### src/rtl/matrix_4x4_pkg.sv
// Shared types and constants for the 4x4 fixed-point matrix datapath.
// MATRIX_4X4_ROW_MAJOR_EN selects row-major element emit order.
package matrix_4x4_pkg;

    localparam int MAT_W     = 12;
    localparam int MAT_N     = 4;
    localparam int MAT_ELEMS = 16;

    typedef logic [MAT_N-1:0][MAT_W-1:0] col_vec_t;
    typedef logic [1:0]                  idx_t;

    typedef enum logic [1:0] {
        OCC_EMPTY = 2'd0,
        OCC_ONE   = 2'd1,
        OCC_FULL  = 2'd2
    } occ_t;

    // Maps stream position k to bank address {col,row}
    function automatic logic [3:0] bank_addr(input logic [3:0] k);
`ifdef MATRIX_4X4_ROW_MAJOR_EN
        return {k[1:0], k[3:2]};
`else
        return k;
`endif
    endfunction

endpackage

### src/rtl/matrix_4x4_pingpong.sv
// Two-bank matrix buffer: whole-matrix write, whole-matrix release.
// Bank element address is {col,row}.
module matrix_4x4_pingpong
    import matrix_4x4_pkg::*;
#(
    parameter int W = MAT_W
) (
    input  logic                         clk,
    input  logic                         rst_n,
    input  logic                         i_wr_valid,
    input  logic [MAT_N-1:0][W-1:0]      i_c0,
    input  logic [MAT_N-1:0][W-1:0]      i_c1,
    input  logic [MAT_N-1:0][W-1:0]      i_c2,
    input  logic [MAT_N-1:0][W-1:0]      i_c3,
    output logic                         o_wr_ready,
    input  logic                         i_rd_done,
    output logic                         o_rd_valid,
    output logic [MAT_ELEMS-1:0][W-1:0]  o_rd_bank
);

    occ_t                         r_count;
    logic                         r_wr_ptr;
    logic                         r_rd_ptr;
    logic [MAT_ELEMS-1:0][W-1:0]  r_bank [2];

    logic                         w_push;
    logic                         w_pop;
    logic [MAT_ELEMS-1:0][W-1:0]  w_wr_flat;

    assign o_wr_ready = (r_count != OCC_FULL);
    assign o_rd_valid = (r_count != OCC_EMPTY);
    assign w_push     = i_wr_valid && o_wr_ready;
    assign w_pop      = i_rd_done && o_rd_valid;
    assign w_wr_flat  = {i_c3, i_c2, i_c1, i_c0};
    assign o_rd_bank  = r_bank[r_rd_ptr];

    always_ff @(posedge clk or negedge rst_n) begin
        if (!rst_n) begin
            r_count  <= OCC_EMPTY;
            r_wr_ptr <= 1'b0;
            r_rd_ptr <= 1'b0;
        end else begin
            if (w_push)
                r_wr_ptr <= ~r_wr_ptr;
            if (w_pop)
                r_rd_ptr <= ~r_rd_ptr;
            unique case ({w_push, w_pop})
                2'b10:   r_count <= (r_count == OCC_EMPTY) ? OCC_ONE : OCC_FULL;
                2'b01:   r_count <= (r_count == OCC_FULL) ? OCC_ONE : OCC_EMPTY;
                default: r_count <= r_count;
            endcase
        end
    end

    // Bank contents need no reset; occupancy gates their visibility
    always_ff @(posedge clk) begin
        if (w_push)
            r_bank[r_wr_ptr] <= w_wr_flat;
    end

endmodule

### src/rtl/matrix_4x4_serialize.sv
// Serializes buffered 4x4 result matrices into a tagged element stream.
// MATRIX_4X4_ROW_MAJOR_EN switches emit order from column- to row-major.
module matrix_4x4_serialize
    import matrix_4x4_pkg::*;
#(
    parameter int W = MAT_W
) (
    input  logic                     clk,
    input  logic                     rst_n,
    input  logic                     valid_in,
    output logic                     ready_out,
    input  logic [MAT_N-1:0][W-1:0]  cC1,
    input  logic [MAT_N-1:0][W-1:0]  cC2,
    input  logic [MAT_N-1:0][W-1:0]  cC3,
    input  logic [MAT_N-1:0][W-1:0]  cC4,
    output logic                     valid_out,
    input  logic                     ready_in,
    output logic [W-1:0]             data_out,
    output idx_t                     row_out,
    output idx_t                     col_out,
    output logic                     last_out
);

    logic [3:0]                   r_elem;
    logic                         w_fire;
    logic                         w_last;
    logic                         w_rd_done;
    logic [3:0]                   w_addr;
    logic [MAT_ELEMS-1:0][W-1:0]  w_bank;

    matrix_4x4_pingpong #(.W(W)) u_pingpong (
        .clk        (clk),
        .rst_n      (rst_n),
        .i_wr_valid (valid_in),
        .i_c0       (cC1),
        .i_c1       (cC2),
        .i_c2       (cC3),
        .i_c3       (cC4),
        .o_wr_ready (ready_out),
        .i_rd_done  (w_rd_done),
        .o_rd_valid (valid_out),
        .o_rd_bank  (w_bank)
    );

    assign w_fire    = valid_out && ready_in;
    assign w_last    = (r_elem == 4'(MAT_ELEMS - 1));
    assign w_rd_done = w_fire && w_last;

    // Counter wraps 15 -> 0 as the matrix is released
    always_ff @(posedge clk or negedge rst_n) begin
        if (!rst_n)
            r_elem <= 4'd0;
        else if (w_fire)
            r_elem <= r_elem + 4'd1;
    end

    assign w_addr   = bank_addr(r_elem);
    assign data_out = w_bank[w_addr];
    assign row_out  = w_addr[1:0];
    assign col_out  = w_addr[3:2];
    assign last_out = valid_out && w_last;

endmodule

### config.mk
export PLATFORM = sky130hd
export DESIGN_NAME = matrix_4x4_serialize
export DESIGN_NICKNAME = d
export VERILOG_FILES = /design/src/rtl/matrix_4x4_pkg.sv /design/src/rtl/matrix_4x4_pingpong.sv /design/src/rtl/matrix_4x4_serialize.sv
export SDC_FILE = /design/constraint.sdc
export NUM_CORES = 1
export LEC_CHECK = 0
export ABC_AREA = 0
export BUFFER_PORTS_ARGS = -buffer_cell sky130_fd_sc_hd__buf_2
export CAP_MARGIN = 15
export CORE_ASPECT_RATIO = 1.1
export CORE_MARGIN = 8
export CORE_UTILIZATION = 50
export CTS_CLUSTER_DIAMETER = 80
export DETAILED_ROUTE_END_ITERATION = 10
export MAX_ROUTING_LAYER = met4
export PLACE_DENSITY = 0.74
export SYNTH_ARGS = -nofsm -noshare
export SYNTH_HDL_FRONTEND = slang
export SYNTH_SLANG_ARGS = --single-unit
### constraint.sdc
create_clock -name clk -period 8.35 [get_ports clk]
set_input_delay 2.0875 -clock clk [delete_from_list [all_inputs] [get_ports clk]]
set_output_delay 2.0875 -clock clk [all_outputs]
set_load 0.05 [all_outputs]
Word level (Yosys, flattened, before mapping). Memories as Yosys holds them, arrays and structs flattened. Cells that the tools add are included.

Register bits after elaboration: 8. Bits in writable memories: 384. Input bits: 196. Memories: 1.

Add/subtract/negate cells: 1. Order comparisons: 1. Equal/unequal tests: 5. Multiplexer cells: 7. Bitwise operators: 2. Reductions and logical operators: 8.

Memory list: u_pingpong.r_bank (words 2, width 192, read ports 1, clocked after memory_dff 0, wr ports 1, line matrix_4x4_pingpong.sv:24) `logic [MAT_ELEMS-1:0][W-1:0] r_bank [2];`.

Operator list (count): 12-bit binary-select mux with 4-bit select (1); 12-bit two-way mux (1); 1-bit logical AND (5); 4-bit by 5-bit < comparator with 1-bit output (second input constant) (1); 4-bit by 1-bit adder with 4-bit output (second input constant) (1); 2-bit == test (second input constant) (2); 4-bit == test (second input constant) (1); 2-bit case mux with 2 select lines (1); 2-bit nonzero test (2); 1-bit two-way mux (3); 2-bit by 1-bit == test with 1-bit output (second input constant) (1); 2-bit logical NOT (1); 2-bit two-way mux (1); 2-bit inequality test (second input constant) (1); 1-bit inverter (2).

Depth between registers and ports, before layout.
Depth in word-level cells: 6. Depth in mapped cells: 8. Gate-level depth less buffers: 7.

Cells and area by module. A second synthesis with hierarchy kept.

Cells, all modules: 760. Area, all modules: 15801.4 um^2.

Modules (own cells, without submodules): matrix_4x4_pingpong (times used 1, cells each 616, area an instance 14073.5 um^2, sequential area each 11631.2 um^2); matrix_4x4_serialize (times used 1, cells each 144, area an instance 1727.9 um^2, sequential area each 100.1 um^2).

Least setup slack after synthesis. No wires, ideal clock.

Kind: input to register. From: input valid_in. To: memory u_pingpong.r_bank[0][0] in the netlist's numbering, enable pin. Arrival: 10.168 ns. Path slack: -2.566 ns. Stages on the path: 2. Path buffers: 0. Cells stage by stage: nand2_1 > nor2_1.

Word-level cells in the longest chain between the ends: 3.

RTL lines: start: declaration (line matrix_4x4_serialize.sv:10) `input logic valid_in,`; 1-bit logical AND (line matrix_4x4_pingpong.sv:32) `assign w_push = i_wr_valid && o_wr_ready;`; 1-bit two-way mux (line matrix_4x4_pingpong.sv:57) `if (w_push)`; 1-bit two-way mux (implied by the code) (line matrix_4x4_pingpong.sv:58) `r_bank[r_wr_ptr] <= w_wr_flat;`; end: declaration (line matrix_4x4_pingpong.sv:24).

Every way passes these cells.

Worst setup path in the final report.
From: register u_pingpong.r_rd_ptr. To: output data_out[2].

Word-level cells in the longest chain between the ends: 3.

RTL lines: start: declaration (line matrix_4x4_pingpong.sv:23) `logic r_rd_ptr;`; start signal: assignment (line matrix_4x4_pingpong.sv:46) `r_rd_ptr <= ~r_rd_ptr;`; memory 2 x 192 bit; 12-bit binary-select mux with 4-bit select (line matrix_4x4_serialize.sv:58) `assign data_out = w_bank[w_addr];`; 12-bit two-way mux (implied by the code) (line matrix_4x4_serialize.sv:58); end: declaration (line matrix_4x4_serialize.sv:18) `output logic [W-1:0] data_out,`.

Every way passes these cells. The select of a mux whose other input is x is not followed.

==> flow_summary.yaml <==
yosys:
  synth_nets: 1047
  synth.distinct_cells: 29
  yosysWarnings: 0
  synthCells: 849
  syn_avg_cell_area_um2: 18.1
  synth_fa_ha_area_share_pct: 0.163
  syn_area_um2: 15400
  synth_compound_area_share_pct: 5.09
  ys_ff_latch: 392
  synth_xor_area_share_pct: 0.342
  ys_seq_area_share_pct: 76.3
  synth_top_family_by_area: "multiplexers"
  yosys.area_share.simple_pct: 3.01
  synth_mux_area_share_pct: 12.5
sta:
  skew_ns: 0.0172
  fin_crit_sh_pct: 63.8
  hold_viol_final: 0
  grt_setup_unrepaired: "no"
  fmax_mhz: 188
  max_slew_margin_pct: 22.9
  setup_viol: 0
  finalMaxSlewViolations: 0
  setup-tns-final_ns: 0
  hold_ws_ns: 0.551
  tightest_slew_ns: 1.16
  period_minus_slack_ns: 5.33
global_routing:
  overflow: 0
  grt-busiest-layer: "met2"
  antenna_found_initial: 2
  grt_pass1_vias: 8598
  use_met2_pct: 31.3
  grt_util_met1_pct: 23.9
  grt_use_total_pct: 18.8
  grt_pass1_wl_mm: 50.2
  use_met3_pct: 3.39
  grt_max_degree: 86
worst_setup_path:
  endpoint_kind: "primary output"
  cp.required_ns: 6.26
  reg2reg_slack_ns: 5.62
  cp-endpoint: "data_out[2]"
  start_kind: "flip-flop"
  r2r-end: "u_pingpong.r_bank[0][99]$_DFFE_PP_"
  startpoint: "u_pingpong.r_rd_ptr$_DFFE_PN0P_"
  worstReg2RegStart: "u_pingpong.r_count[0]$_DFFE_PN0P_"
  critical_path_class: "reg -> out"
  critPathArrivalTime_ns: 3.24
  worstRegToRegCells: 5
  path_max_fanout: 85
cells_and_area:
  num-nets-final: 1264
  fillers: 2330
  layout-drive-gt1-share_pct: 26.3
  syn_to_final_growth_pct: 16.6
  final_cells: 1509
die:
  die_height_um: 200
  rows: 67
  io_pins: 215
  core-area_um2: 30300
  die-width_um: 183
  start_util_pct: 50.7
  dieArea_um2: 36600
detailed_routing:
  routed_wirelength_mm: 34.7
  vias: 8329
  drt-pass1-iter-count: 5
  detail_route.iter0.violations: 728
  wl_per_cell_um: 23.0
  routed_via_density: 5.52
  ant_nets: 0
  drc_errors: 0
cts:
  cts_inserted_buffers: 38
  insertion_delay_ns: 0.51
  post_cts_resize_count: 0
  cts_tree: "built"
  h-tree-depth: 2
  clk_path_buf_depth: 3
  post_cts_buffers: 0
  clockRootBuffer: "clkbuf_16"
  cts.sinks: 392
  clkTransAtPathRegs_ns: 0.06
  holdBufCountCts: 0
placement:
  dp_hpwl_mm: 23.0
  port_buffers: 214
  place_congestion: 0.781
  place_inst: 1439
run:
  maxCapViolCount: 0
run_status:
  outcome: "finished, final reports clean"
min_path:
  hp-class: "reg -> reg"
pwr:
  p_per_area_nw_per_um2: 351
  vdd_drop_max_v: 0.000217
  power.leakage_nw: 6.37
registers in the layout, summed over array words and instances, names as in the netlist:
register / cells
u_pingpong.r_bank: 384
r_elem: 4
u_pingpong.r_wr_ptr: 1
u_pingpong.r_rd_ptr: 1
u_pingpong.r_count: 2
cell usage after synthesis:
cell type	n	share of area [%]
nor2_1	3	0.073
dfrtp_1	8	1.3
mux2i_1	192	12
or2_2	2	0.081
inv_1	1	0.024
buf_2	15	0.49
and3_1	1	0.041
nor3_1	13	0.42
ha_1	2	0.16
nand2b_1	3	0.12
xor2_1	2	0.11
nor2b_1	3	0.12
buf_12	6	0.78
a22oi_1	48	2.3
nand2_1	30	0.73
a21oi_1	26	0.85
clkbuf_1	11	0.27
buf_1	1	0.024
nand4_1	12	0.49
a21o_1	1	0.049
nand3_1	26	0.85
buf_6	5	0.37
a31oi_1	12	0.49
buf_4	10	0.49
and2_1	2	0.081
buf_8	2	0.20
xnor2_1	4	0.23
edfxtp_1	384	75
a22o_1	24	1.4
how the worst min path moves through the flow:
stage | from | end | slack (ns) | cells past startpoint
after global routing | u_pingpong.r_wr_ptr$_DFFE_PN0P_ | u_pingpong.r_wr_ptr$_DFFE_PN0P_ | 0.58 | 1
after detailed placement | u_pingpong.r_count[0]$_DFFE_PN0P_ | u_pingpong.r_count[0]$_DFFE_PN0P_ | 0.54 | 1
after CTS | u_pingpong.r_count[0]$_DFFE_PN0P_ | u_pingpong.r_count[0]$_DFFE_PN0P_ | 0.55 | 1
after global placement | u_pingpong.r_count[0]$_DFFE_PN0P_ | u_pingpong.r_count[0]$_DFFE_PN0P_ | 0.52 | 1
after floorplan | u_pingpong.r_wr_ptr$_DFFE_PN0P_ | u_pingpong.r_wr_ptr$_DFFE_PN0P_ | 0.48 | 1
final | u_pingpong.r_count[0]$_DFFE_PN0P_ | u_pingpong.r_count[0]$_DFFE_PN0P_ | 0.55 | 1
layout make-up:
cell class	count	area [um^2]	share of cell area [%]
sequential	392	11700	65.4
multi-input combinational	406	3280	18.3
timing repair buffer	227	1190	6.65
clock buffer	52	1090	6.06
tap	414	518	2.89
clock inverter	15	118	0.656
antenna	2	5.00	0.0279
inverter	1	3.75	0.0209
kinds of logic after synthesis:
logic type | count (synthesis)
compound gates | 111
xor+xnor | 6
fa+ha+maj | 2
buf+inv | 51
flops | 392
mux | 192
simple gates | 95
metal layers:
layer	share of wire [%]	vias to the layer above
met2	49	342
met5	0	-
met1	42	4119
met3	6.8	46
met4	1.9	0
li1	-	3822
critical path, stage by stage (launching register included):
cell and delay (ns):
dfrtp_4 0.76, buf_12 0.51, mux2i_1 0.30, a22o_1 0.15
nor3_1 0.06, a31oi_1 0.36, nand3_1 0.21, buf_2 0.26
per-stage QoR:
stage                     setup slack, ns  util, %  power (mW)  cell area, um^2
final                                3.02     59.1        6.30            17900
after global routing                 2.86     59.1        6.55            17900
after CTS                            2.99     59.0        6.35            17900
after detailed placement             3.55     55.1        4.71            16700
after global placement               3.53     55.1        4.67            16700
after floorplan                     0.687        -        4.21            15400
layout by cell type, fill, tap and decap left out, drive strengths merged, types with 2 or more instances in the layout:
cell type	count
and2	2
dfrtp	8
bufinv	2
nand3	26
a31oi	12
clkinv	13
nor3	13
buf	227
edfxtp	384
nand2	30
xor2	2
clkbuf	52
mux2i	192
a22oi	48
nand2b	3
nor2b	3
xnor2	4
nor2	3
ha	2
a21oi	26
a22o	24
nand4	12
or2	2
diode	2
report_power, final:
part / switching (mW) / internal, mW
Clock: 0.674 / 0.971
Combinational: 1.35 / 0.638
Sequential: 0.150 / 2.51
Note: power is estimated with default switching activity, not from simulation.
